**src/rtl/line_xfer_responder.sv**
```systemverilog
// line_xfer_responder
// Moves one 32-halfword cache line between the cache port and a simple
// req/ack memory port. A fill reads the line from memory and strobes each
// halfword into the cache. A write-back reads the line out of the cache
// through a small FIFO and writes it to memory.
//
// Ports
//   clk, rst_n               clock, asynchronous active-low reset
//   ddr_rd, ddr_wr           level requests: line fill / line write-back
//   hiaddr                   line address, latched when a burst starts
//   ddr_dout                 cache read data, valid RD_LAT cycles after cache_read_data
//   ddr_din                  halfword to the cache, captured on cache_write_data
//   cache_write_data         one-cycle strobe: cache captures ddr_din
//   cache_read_data          one-cycle strobe: cache advances its read pointer
//   mem_req, mem_we          memory request and write enable
//   mem_addr, mem_wdata      halfword address and write data
//   mem_ack, mem_rdata       memory acknowledge and read data
//   busy                     a burst is in progress
//   err                      sticky memory timeout flag
//
// Build option: define LXR_TIMEOUT_EN to abandon memory after 256 cycles
// without an ack. The cache side still sees all 32 strobes and err is set.
// Without it the block waits for mem_ack indefinitely and err is 0.
//
// state | meaning
// IDLE  | waiting for ddr_wr (priority) or ddr_rd
// WB    | write-back: cache -> FIFO -> memory
// FILL  | line fill: memory -> cache
// GAP   | one dead cycle between bursts, requests ignored
module line_xfer_responder #(
    parameter int ADDR       = 25,
    parameter int LINE       = 6,
    parameter int RD_LAT     = 2,
    parameter int FIFO_DEPTH = 4
) (
    input  logic                 clk,
    input  logic                 rst_n,
    input  logic                 ddr_rd,
    input  logic                 ddr_wr,
    input  logic [ADDR-LINE-1:0] hiaddr,
    input  logic [15:0]          ddr_dout,
    output logic [15:0]          ddr_din,
    output logic                 cache_write_data,
    output logic                 cache_read_data,
    output logic                 mem_req,
    output logic                 mem_we,
    output logic [ADDR-2:0]      mem_addr,
    output logic [15:0]          mem_wdata,
    input  logic                 mem_ack,
    input  logic [15:0]          mem_rdata,
    output logic                 busy,
    output logic                 err
);
    localparam int IDX_W = LINE - 1;
    localparam int PW    = $clog2(FIFO_DEPTH);
    localparam int CW    = $clog2(FIFO_DEPTH + 1);
    localparam logic [IDX_W:0] N_WORDS  = (IDX_W+1)'(1 << IDX_W);
    localparam logic [IDX_W:0] LAST_IDX = (IDX_W+1)'((1 << IDX_W) - 1);
    localparam logic [CW-1:0]  DEPTH_C  = CW'(FIFO_DEPTH);

    typedef enum logic [1:0] {IDLE, WB, FILL, GAP} state_t;
    state_t state_q, state_d;

    logic [ADDR-LINE-1:0] line_q;
    logic [IDX_W:0]       done_q, done_d;   // words finished (acked or discarded)
    logic [IDX_W:0]       reads_q;          // cache reads issued
    logic [CW-1:0]        outst_q;          // FIFO entries + reads still in flight
    logic [RD_LAT-1:0]    pipe_q;           // strobe history, tap RD_LAT-1 = data valid
    logic [15:0]          fifo_q [FIFO_DEPTH];
    logic [PW-1:0]        wptr_q, rptr_q, rptr_d;
    logic [CW-1:0]        cnt_q, cnt_pop, cnt_d;
    logic [15:0]          head_d;
    logic                 to_q, to_d;       // memory abandoned for this burst
    logic                 tmo_hit;
    logic                 ack_ok, push, pop, adv, last, issue, req_d;

    always_ff @(posedge clk or negedge rst_n) begin
        if (!rst_n) state_q <= IDLE;
        else        state_q <= state_d;
    end

    always_comb begin
        state_d = state_q;
        case (state_q)
            IDLE:     if (ddr_wr) state_d = WB;
                      else if (ddr_rd) state_d = FILL;
            WB, FILL: if (last) state_d = GAP;
            GAP:      state_d = IDLE;
            default:  state_d = IDLE;
        endcase
    end

    always_comb begin
        ack_ok  = mem_req & mem_ack;
        push    = (state_q == WB) & pipe_q[RD_LAT-1];
        pop     = (state_q == WB) & (cnt_q != '0) & (ack_ok | to_q);
        // After a timeout a fill keeps strobing one zero word per cycle.
        adv     = (state_q == FILL) ? (ack_ok | to_q) : pop;
        last    = adv & (done_q == LAST_IDX);
        issue   = (state_q == WB) & (reads_q != N_WORDS) & (outst_q != DEPTH_C);
        cnt_pop = cnt_q - CW'(pop);
        cnt_d   = cnt_pop + CW'(push);
        rptr_d  = rptr_q + PW'(pop);
        // An empty FIFO being pushed this cycle exposes the incoming word as head.
        head_d  = (cnt_pop == '0) ? ddr_dout : fifo_q[rptr_d];
        done_d  = done_q + (IDX_W+1)'(adv);
        to_d    = to_q | tmo_hit;
        // Request only from the cycle after entering a burst state.
        req_d   = !to_d && (state_d == state_q) &&
                  ((state_q == FILL) || ((state_q == WB) && (cnt_d != '0)));
    end

    always_ff @(posedge clk or negedge rst_n) begin
        if (!rst_n) begin
            line_q           <= '0;
            done_q           <= '0;
            reads_q          <= '0;
            outst_q          <= '0;
            cnt_q            <= '0;
            wptr_q           <= '0;
            rptr_q           <= '0;
            to_q             <= 1'b0;
            pipe_q           <= '0;
            mem_req          <= 1'b0;
            mem_we           <= 1'b0;
            mem_addr         <= '0;
            mem_wdata        <= '0;
            ddr_din          <= '0;
            cache_write_data <= 1'b0;
            cache_read_data  <= 1'b0;
        end else begin
            mem_req          <= req_d;
            mem_we           <= req_d & (state_q == WB);
            cache_read_data  <= issue;
            cache_write_data <= (state_q == FILL) & adv;
            if ((state_q == FILL) && adv) ddr_din <= to_q ? 16'h0000 : mem_rdata;
            pipe_q[0] <= cache_read_data;
            for (int i = 1; i < RD_LAT; i++) pipe_q[i] <= pipe_q[i-1];
            if (state_q == IDLE) begin
                if (ddr_wr || ddr_rd) line_q <= hiaddr;
                done_q  <= '0;
                reads_q <= '0;
                outst_q <= '0;
                cnt_q   <= '0;
                wptr_q  <= '0;
                rptr_q  <= '0;
                to_q    <= 1'b0;
            end else begin
                done_q    <= done_d;
                reads_q   <= reads_q + (IDX_W+1)'(issue);
                outst_q   <= outst_q + CW'(issue) - CW'(pop);
                cnt_q     <= cnt_d;
                wptr_q    <= wptr_q + PW'(push);
                rptr_q    <= rptr_d;
                to_q      <= to_d;
                mem_addr  <= {line_q, done_d[IDX_W-1:0]};
                mem_wdata <= (state_q == WB) ? head_d : 16'h0000;
            end
        end
    end

    always_ff @(posedge clk) begin
        if (push) fifo_q[wptr_q] <= ddr_dout;
    end

`ifdef LXR_TIMEOUT_EN
    logic [7:0] tmo_q;
    logic       err_q;

    always_ff @(posedge clk or negedge rst_n) begin
        if (!rst_n) begin
            tmo_q <= '0;
            err_q <= 1'b0;
        end else begin
            if (!mem_req || mem_ack) tmo_q <= '0;
            else                     tmo_q <= tmo_q + 8'd1;
            if (tmo_hit) err_q <= 1'b1;
        end
    end

    assign tmo_hit = mem_req & ~mem_ack & (tmo_q == 8'hFF);
    assign err     = err_q;
`else
    assign tmo_hit = 1'b0;
    assign err     = 1'b0;
`endif

    assign busy = (state_q != IDLE);

endmodule

```
**config.mk**
```make
export PLATFORM = sky130hd
export DESIGN_NAME = line_xfer_responder
export DESIGN_NICKNAME = d
export VERILOG_FILES = /design/src/rtl/line_xfer_responder.sv
export SDC_FILE = /design/constraint.sdc
export NUM_CORES = 1
export LEC_CHECK = 0
export BUFFER_PORTS_ARGS = -buffer_cell sky130_fd_sc_hd__buf_4
export CORE_MARGIN = 3
export CORE_UTILIZATION = 61
export CTS_CLUSTER_DIAMETER = 150
export DETAILED_ROUTE_END_ITERATION = 12
export GPL_TIMING_DRIVEN = 1
export PLACE_DENSITY = 0.85
export REMOVE_ABC_BUFFERS = 1
export SYNTH_ARGS = -nofsm -noshare
export SYNTH_HDL_FRONTEND = slang
export SYNTH_SLANG_ARGS = --single-unit
```
**constraint.sdc**
```tcl
create_clock -name clk -period 5.45 [get_ports clk]
set_input_delay 1.09 -clock clk [delete_from_list [all_inputs] [get_ports clk]]
set_output_delay 1.09 -clock clk [all_outputs]
set_load 0.1 [all_outputs]
```
==> results of run 1 <==
power by group:
group / switching, mW / internal [mW] / leakage [nW]
clock network: 0.470 / 0.650 / 0.265
logic: 1.76 / 0.627 / 1.55
registers: 0.167 / 1.62 / 1.93
total: 2.39 / 2.90 / 3.74
worst min-delay path by stage:
stage          startpoint        end  slack (ps)  cells after the start
5_1_grt         pipe_q[0]  pipe_q[1]         370                      0
3_3_place_gp    pipe_q[0]  pipe_q[1]         330                      0
4_1_cts         pipe_q[0]  pipe_q[1]         350                      0
6_report        pipe_q[0]  pipe_q[1]         350                      0
3_5_place_dp    pipe_q[0]  pipe_q[1]         340                      0
2_1_floorplan   pipe_q[0]  pipe_q[1]         330                      0
flip-flops by register name, indices dropped and copies added, names as in the netlist, 2 cells and up:
signal and cells:
fifo_q 64, mem_addr 24, line_q 19, ddr_din 16, mem_wdata 16, done_q 6, reads_q 6, cnt_q 3
outst_q 3, pipe_q 2, rptr_q 2, state_q 2, wptr_q 2
cells by family (layout without fill, tap and decap cells):
logic type                 after synthesis  after routing  share of synthesized area
DFF                                    169            169                      0.626
and+or+nand+nor                        109            109                     0.0832
AOI/OAI and AO/OA                       88             88                     0.0858
muxes                                   86             86                      0.128
buffers and inverters                   44            168                     0.0320
adders and majority gates               15             15                     0.0269
xor gates and xnor gates                13             13                     0.0177
other                                    1              1                   0.000516
cells in the final DEF, fill, tap and decap left out, types with 7 or more instances in the layout:
| master | instances |
|---|---|
| a21oi_1 | 10 |
| a221oi_1 | 16 |
| a22oi_1 | 16 |
| buf_4 | 123 |
| clkbuf_16 | 17 |
| dfrtp_1 | 104 |
| edfxtp_1 | 64 |
| ha_1 | 13 |
| inv_1 | 12 |
| mux2_2 | 54 |
| mux2i_1 | 32 |
| nand2_1 | 21 |
| nand3_1 | 7 |
| nand4_1 | 16 |
| nor2_1 | 18 |
| nor2b_1 | 26 |
| o21ai_0 | 17 |
| o31ai_1 | 16 |
final cells by class:
type / count / area (µm²)
clock inverters: 11 / 96.3
multi-input cells: 312 / 2500
inverters: 13 / 48.8
repair buffers: 123 / 923
fillers: 702 / 2760
flip-flops and latches: 169 / 4550
clock buffers: 21 / 460
well taps: 143 / 179
critical path, delay by kind of cell (launching register included):
family          cells  cell delay (ps)
fa+ha+maj           3              800
flops               1              440
xor+xnor            1              140
simple gates        3             1620
compound gates      2              390
buf+inv             1              150
per-layer routing:
metal,vias to the layer above,share of wire,track usage
li1,2171,-,-
met1,2332,0.39,0.290
met2,205,0.50,0.390
met3,30,0.083,0.0716
met4,0,0.022,0.102
met5,-,0,0
==> results.sh, run 1 <==
export IMPL_status="complete, no violations"
export IMPL_wl_per_cell_um=18.8
export IMPL_die_w_um=115
export IMPL_die_y_um=115
export IMPL_io_buffer_count=116
export IMPL_hp_class="reg -> reg"
export IMPL_nets=707
export IMPL_cts_resized=0
export IMPL_cp_slowest_stage_delay_ps=810
export IMPL_r2r_end="mem_wdata[2]"
export IMPL_hold_buffers=0
export IMPL_grt_max_degree=74
export IMPL_utilization=0.761
export IMPL_seq_area_frac_synth=0.626
export IMPL_globalplace_congestion=0.764
export IMPL_fmax_mhz=274
export IMPL_place_ws_ps=1670
export IMPL_syn_area_per_cell_um2=13.8
export IMPL_post_dp_hpwl_um=9620
export IMPL_io_pins=118
export IMPL_r2r_slack_ps=1790
export IMPL_h_tree_depth=4
export IMPL_synth_seq_cells=169
export IMPL_fin_cells=792
export IMPL_final_period_utilization=0.671
export IMPL_first_iter_violations=370
export IMPL_dr_pass1_iters=4
export IMPL_p_leak_nw=3.74
export IMPL_finalHoldViolCount=0
export IMPL_total_power_mw=5.29
export IMPL_synth_top_cell_area_share=0.362
export IMPL_worst_pin_slew_ps=989
export IMPL_cts_sinks=169
export IMPL_drcViolationCount=0
export IMPL_syn_area_um2=7270
export IMPL_syn_to_final_growth_pct=20.6
export IMPL_clk_latency_ps=420
export IMPL_start_util=0.631
export IMPL_ys_flop_type="dfrtp_1"
export IMPL_slew_violations=0
export IMPL_diodes=0
export IMPL_fin_area_um2=8760
export IMPL_ir_drop_mv=0.645
export IMPL_cp_max_fo=18
export IMPL_grt_pass1_vias=5002
export IMPL_wl_um=14900
export IMPL_cts_tree="built"
export IMPL_overflow=0
export IMPL_placed_area_um2=8200
export IMPL_clock_path_buffers=2
export IMPL_path_common_cell="ha_1"
export IMPL_dieArea_um2=13300
export IMPL_syn_instance_count=525
export IMPL_route_antenna_remaining_nets=0
export IMPL_antenna_found_initial=0
export IMPL_synthTopCellsByArea="dfrtp_1 (36%), edfxtp_1 (26%), mux2_2 (8.4%), mux2i_1 (4.4%), ha_1 (2.4%)"
export IMPL_grt_pass1_wl_um=24300
export IMPL_skew_ps=6.34
export IMPL_rows=39
export IMPL_reg2reg_from="state_q[1]"
export IMPL_cts_root_buf="clkbuf_16"
export IMPL_clkTransAtPathRegs_ps=60
export IMPL_reg2reg_depth=10
export IMPL_fin_tns_setup_ps=0
export IMPL_ys_warn_count=0
export IMPL_crit_start="state_q[1]"
export IMPL_rsz0062_at_grt="false"
export IMPL_cts_buffers=17
export IMPL_avgViaCountPerCell=5.98
export IMPL_coreArea_um2=11500
export IMPL_worst_setup_path_end_kind="flop"
export IMPL_ys_async_sr_fraction=0.621
export IMPL_synth_common_cells="dfrtp_1 (105), edfxtp_1 (64), mux2_2 (54), mux2i_1 (32), nor2b_1 (26)"
export IMPL_post_cts_buffers=0
export IMPL_synth_largest_area_cell="dfrtp_1"
export IMPL_power_density_nw_per_um2=604
export IMPL_worstPathArrival_ps=3960
export IMPL_path_cells="inv_1 > ha_1 > nand3_1 > nor2_2 > ha_1 > ha_1 > xor2_1 > nor4b_4 > a22oi_1 > o31ai_1"
export IMPL_setup_viol=0
export IMPL_worst_setup_path_type="reg -> reg"
export IMPL_synth_edf_count=64
export IMPL_fin_crit_ps=3660
export IMPL_crit_end="mem_wdata[2]"
export IMPL_drive_above_1_share=0.334
export IMPL_place_inst=760
export IMPL_synth_cell_types=48
export IMPL_slew_headroom=0.341
export IMPL_timing_hold_ws_ps=351
export IMPL_grt_usage=0.236
export IMPL_drv_cap=0
export IMPL_slowest_stage="nor4b_4"
export IMPL_yosys_cell_count_top_type="dfrtp_1"
export IMPL_worstPathRequired_ps=5760
export IMPL_cp_start_kind="flop"
export IMPL_finalWorstSetupSlack_ps=1790
export IMPL_via_count=4738
No activity file was read; power rests on OpenSTA's default activity.
==> run 2: changes to the inputs <==
--- a/config.mk
+++ b/config.mk
@@ -7,11 +7,11 @@
 export LEC_CHECK = 0
 export BUFFER_PORTS_ARGS = -buffer_cell sky130_fd_sc_hd__buf_4
 export CORE_MARGIN = 3
-export CORE_UTILIZATION = 61
+export CORE_UTILIZATION = 51
 export CTS_CLUSTER_DIAMETER = 150
 export DETAILED_ROUTE_END_ITERATION = 12
 export GPL_TIMING_DRIVEN = 1
-export PLACE_DENSITY = 0.85
+export PLACE_DENSITY = 0.76
 export REMOVE_ABC_BUFFERS = 1
 export SYNTH_ARGS = -nofsm -noshare
 export SYNTH_HDL_FRONTEND = slang
==> constraint.sdc (replaced) <==
create_clock -name clk -period 3.2 [get_ports clk]
set_input_delay 0.64 -clock clk [delete_from_list [all_inputs] [get_ports clk]]
set_output_delay 0.64 -clock clk [all_outputs]
set_load 0.1 [all_outputs]
==> results.sh, run 2 (synthesis results as in run 1) <==
export IMPL_worstPathRequired_ps=3510
export IMPL_grt_max_degree=106
export IMPL_power_share_clock=0.212
export IMPL_route_antenna_remaining_nets=0
export IMPL_h_tree_depth=4
export IMPL_cts_sinks=169
export IMPL_diodes=0
export IMPL_grt_pass1_vias=5000
export IMPL_rows=42
export IMPL_slew_violations=0
export IMPL_clock_path_buffers=2
export IMPL_cts_tree="built"
export IMPL_switching_share=0.448
export IMPL_cts_resized=0
export IMPL_antenna_found_initial=0
export IMPL_clk_latency_ps=420
export IMPL_syn_to_final_growth_pct=22.7
export IMPL_via_count=4812
export IMPL_io_buffer_count=116
export IMPL_fmax_mhz=352
export IMPL_nFillCells=989
export IMPL_ir_drop_mv=1.15
export IMPL_drcViolationCount=0
export IMPL_die_w_um=125
export IMPL_largest_register_ffs=64
export IMPL_nets=718
export IMPL_worst_setup_path_end_kind="flop"
export IMPL_drv_cap=0
export IMPL_worstPathArrival_ps=3140
export IMPL_cp_start_kind="flop"
export IMPL_layout_common_cells="buf_4 (132), dfrtp_1 (104), edfxtp_1 (64)"
export IMPL_hold_buffers=0
export IMPL_first_iter_violations=387
export IMPL_worst_pin_slew_ps=1010
export IMPL_finalHoldViolCount=0
export IMPL_internal_power_mw=5.03
export IMPL_place_inst=804
export IMPL_worst_setup_path_type="reg -> reg"
export IMPL_die_y_um=125
export IMPL_final_period_utilization=0.887
export IMPL_crit_start="state_q[1]"
export IMPL_drive_above_1_share=0.344
export IMPL_dr_pass1_iters=4
export IMPL_start_util=0.534
export IMPL_dieArea_um2=15700
export IMPL_cts_buffers=17
export IMPL_slew_headroom=0.328
export IMPL_fin_crit_ps=2840
export IMPL_setup_viol=0
export IMPL_post_dp_hpwl_um=9930
export IMPL_power_density_nw_per_um2=1020
export IMPL_cp_max_fo=7
export IMPL_fin_tns_setup_ps=0
export IMPL_comb_power_share=0.454
export IMPL_rsz0062_at_grt="false"
export IMPL_grt_pass1_wl_um=25400
export IMPL_skew_ps=6.54
export IMPL_reg_largest_list="fifo_q: 64 flops, mem_addr: 24 flops, line_q: 19 flops"
export IMPL_io_pins=118
export IMPL_avgViaCountPerCell=5.76
export IMPL_netSwitchingPower_mw=4.09
export IMPL_power_frac_seq=0.334
export IMPL_p_leak_nw=3.81
export IMPL_coreArea_um2=13600
export IMPL_globalplace_congestion=0.735
export IMPL_post_cts_buffers=0
export IMPL_status="complete, no violations"
export IMPL_hp_class="in -> async"
export IMPL_reg2reg_from="state_q[1]"
export IMPL_register_area_um2=4550
export IMPL_cts_root_buf="clkbuf_16"
export IMPL_grt_usage=0.203
export IMPL_layout_commonest_cell="buf_4"
export IMPL_clkTransAtPathRegs_ps=60
export IMPL_wl_um=15500
export IMPL_overflow=0
export IMPL_multi_input_area_um2=2500
export IMPL_wl_per_cell_um=18.6
export IMPL_largest_register="fifo_q"
export IMPL_fin_cells=836
==> run 2: changes by cell type in the layout (fill, tap and decap cells not counted), moves of 2 or more <==
cell      delta
inv_4        +2
clkinv_1     -2
clkinv_4     -2
buf_12       +2
clkbuf_8     +2
clkbuf_1     +3
buf_4        +9
==> run 2: final timing paths <==
path | cells after the start | slack, ps | end
min in group clk | 0 | 350 | pipe_q[1]
max in group asynchronous | 2 | 2470 | line_q[3]
worst min-delay path | 2 | 300 | ddr_din[4]
worst min register to register | 0 | 350 | pipe_q[1]
worst max-delay path | 12 | 360 | mem_we
worst max register to register | 12 | 360 | mem_we
==> run 2: critical path: stages (launching register included) <==
cell	delay [ps]
dfrtp_1	430
inv_1	140
ha_1	290
nand3_1	190
nor2_2	160
ha_1	170
ha_1	230
inv_1	140
ha_1	180
xor3_1	230
or3_1	340
o21ai_0	160
nor3_1	60
==> run 2: power by group through the flow <==
stage / combinational [mW] / sequential [mW] / clock, mW
after floorplan: 1.22 / 4.98 / 0
after global placement: 4.08 / 3.04 / 0
after detailed placement: 4.16 / 3.08 / 0
after CTS: 4.16 / 3.05 / 1.98
after global routing: 4.34 / 3.11 / 2.07
final: 4.14 / 3.04 / 1.94
==> run 2: layer usage <==
layer | track usage | wire [µm] | up-vias
met2 | 0.331 | 7560 | 188
met5 | 0 | 0 | -
met4 | 0.0663 | 216 | 0
met3 | 0.0742 | 1360 | 23
li1 | - | - | 2192
met1 | 0.255 | 6390 | 2409
==> run 2: stage by stage <==
| stage | cell area [µm²] | total power, mW | hold WS, ps | worst slack, ps | utilization |
|---|---|---|---|---|---|
| 3_5_place_dp | 8350 | 7.24 | 341 | 371 | 0.614 |
| 6_report | 8910 | 9.12 | 298 | 362 | 0.655 |
| 2_1_floorplan | 7080 | 6.20 | 331 | -264 | - |
| 4_1_cts | 8910 | 9.19 | 318 | 354 | 0.655 |
| 5_1_grt | 8910 | 9.52 | 335 | 86.7 | 0.655 |
| 3_3_place_gp | 8350 | 7.13 | 339 | 559 | 0.614 |
==> run 2: layout make-up <==
cell class | count | area share
clock inverter | 6 | 0.00702
timing repair buffer | 134 | 0.116
sequential | 169 | 0.511
tap | 176 | 0.0247
inverter | 13 | 0.00547
clock buffer | 26 | 0.0560
multi-input combinational | 312 | 0.281
==> run 3: changes to the inputs <==
--- a/config.mk
+++ b/config.mk
@@ -7,11 +7,11 @@
 export LEC_CHECK = 0
 export BUFFER_PORTS_ARGS = -buffer_cell sky130_fd_sc_hd__buf_4
 export CORE_MARGIN = 3
-export CORE_UTILIZATION = 51
+export CORE_UTILIZATION = 61
 export CTS_CLUSTER_DIAMETER = 150
 export DETAILED_ROUTE_END_ITERATION = 12
 export GPL_TIMING_DRIVEN = 1
-export PLACE_DENSITY = 0.76
+export PLACE_DENSITY = 0.85
 export REMOVE_ABC_BUFFERS = 1
 export SYNTH_ARGS = -nofsm -noshare
 export SYNTH_HDL_FRONTEND = slang
==> constraint.sdc (replaced) <==
create_clock -name clk -period 3.4 [get_ports clk]
set_input_delay 0.68 -clock clk [delete_from_list [all_inputs] [get_ports clk]]
set_output_delay 0.68 -clock clk [all_outputs]
set_load 0.1 [all_outputs]
==> results.sh, run 3 (synthesis results as in run 1) <==
export IMPL_status="complete, no violations"
export IMPL_top_layer="met4"
export IMPL_io_buffer_count=116
export IMPL_post_cts_buffers=0
export IMPL_hold_buffers=0
export IMPL_crit_start="state_q[0]"
export IMPL_die_y_um=115
export IMPL_finalHoldViolCount=0
export IMPL_clock_path_buffers=2
export IMPL_setup_viol=0
export IMPL_layout_commonest_cell="buf_4"
export IMPL_grt_usage=0.256
export IMPL_worst_setup_path_type="reg -> out"
export IMPL_dr_pass1_iters=7
export IMPL_slew_violations=0
export IMPL_fin_crit_ps=2920
export IMPL_cp_max_fo=34
export IMPL_die_w_um=115
export IMPL_clkTransAtPathRegs_ps=60
export IMPL_avgViaCountPerCell=6.08
export IMPL_syn_to_final_growth_pct=23.4
export IMPL_diodes=0
export IMPL_nFillCells=678
export IMPL_largest_register_ffs=64
export IMPL_wl_met1_um=6090
export IMPL_overflow=0
export IMPL_wl_per_cell_um=20.2
export IMPL_fmax_mhz=342
export IMPL_cts_root_buf="clkbuf_16"
export IMPL_wl_um=16200
export IMPL_final_period_utilization=0.859
export IMPL_cp_start_kind="flop"
export IMPL_antenna_found_initial=0
export IMPL_start_util=0.631
export IMPL_layout_common_cells="buf_4 (129), dfrtp_1 (104), edfxtp_1 (64)"
export IMPL_h_tree_depth=4
export IMPL_drv_cap=0
export IMPL_grt_pass1_vias=5163
export IMPL_slew_headroom=0.320
export IMPL_nets=715
export IMPL_rows=39
export IMPL_first_iter_violations=442
export IMPL_timing_hold_ws_ps=334
export IMPL_dieArea_um2=13300
export IMPL_cts_resized=0
export IMPL_drcViolationCount=0
export IMPL_globalplace_congestion=0.780
export IMPL_post_dp_hpwl_um=10200
export IMPL_cts_tree="built"
export IMPL_placed_area_um2=8290
export IMPL_p_leak_nw=3.85
export IMPL_cts_buffers=17
export IMPL_largest_register="fifo_q"
export IMPL_grt_pass1_wl_um=25900
export IMPL_via_count=4866
export IMPL_drive_above_1_share=0.344
export IMPL_io_pins=118
export IMPL_ir_drop_mv=1.21
export IMPL_clk_latency_ps=430
export IMPL_hp_class="in -> async"
export IMPL_power_density_nw_per_um2=1000
export IMPL_reg_largest_list="fifo_q: 64 flops, mem_addr: 24 flops, line_q: 19 flops"
export IMPL_wl_met2_um=8560
export IMPL_cts_sinks=169
export IMPL_grt_max_degree=59
export IMPL_worst_pin_slew_ps=1020
export IMPL_skew_ps=3.92
export IMPL_fin_area_um2=8970
export IMPL_worstPathArrival_ps=2240
export IMPL_coreArea_um2=11500
export IMPL_worstPathRequired_ps=2720
export IMPL_route_antenna_remaining_nets=0
export IMPL_rsz0062_at_grt="false"
export IMPL_wl_met3_um=1260
export IMPL_worst_setup_path_end_kind="primary output"
export IMPL_reg2reg_from="state_q[1]"
## run 3: cell count changes in the layout (fill, tap and decap cells not counted)
cell	before	now
inv_4	2	0
clkinv_4	0	1
bufinv_16	1	7
clkinv_1	1	3
clkbuf_8	4	0
clkbuf_1	5	1
buf_4	132	129
clkinv_2	1	2
## run 3: layout make-up
cell class | count | area (µm²) | share of cell area
clock buffers | 18 | 429 | 0.0479
clock inverters | 14 | 251 | 0.0280
inverters | 13 | 48.8 | 0.00544
multi-input cells | 312 | 2500 | 0.279
flip-flops and latches | 169 | 4550 | 0.507
well taps | 143 | 179 | 0.0199
repair buffers | 131 | 1010 | 0.112
## run 3: worst max-delay path: stages (launching register included)
cell     delay, ps
dfrtp_1        450
inv_1          130
ha_2           680
inv_1           90
buf_4          200
buf_4          240
## run 3: worst paths after layout
path | end | slack, ps | cells after the start
setup reg to reg | mem_req | 570 | 12
hold / removal | line_q[14] | 330 | 1
hold reg to reg | pipe_q[1] | 350 | 0
max in group asynchronous | cache_write_data | 2350 | 2
min in group clk | pipe_q[1] | 350 | 0
setup / recovery | busy | 480 | 5
## run 3: stage by stage
stage | setup TNS (ps) | power, mW | cells | worst slack, ps | utilization
after floorplan | -104 | 5.83 | 494 | -104 | -
after global placement | 0 | 6.66 | 768 | 762 | 0.720
after detailed placement | 0 | 6.80 | 768 | 608 | 0.720
after CTS | 0 | 9.03 | 800 | 485 | 0.779
after global routing | 0 | 9.33 | 800 | 354 | 0.779
final | 0 | 8.99 | 800 | 478 | 0.779
## run 3: metal layers
| metal | GRT usage | up-vias |
|---|---|---|
| met4 | 0.0994 | 0 |
| met1 | 0.308 | 2441 |
| met3 | 0.0716 | 31 |
| met5 | 0 | - |
| met2 | 0.439 | 203 |
| li1 | - | 2191 |
## run 3: power by group
group,switching [mW],internal (mW),total [mW]
clock,0.768,1.44,2.21
combinational,2.86,1.04,3.91
sequential,0.269,2.60,2.87
total,3.90,5.09,8.99
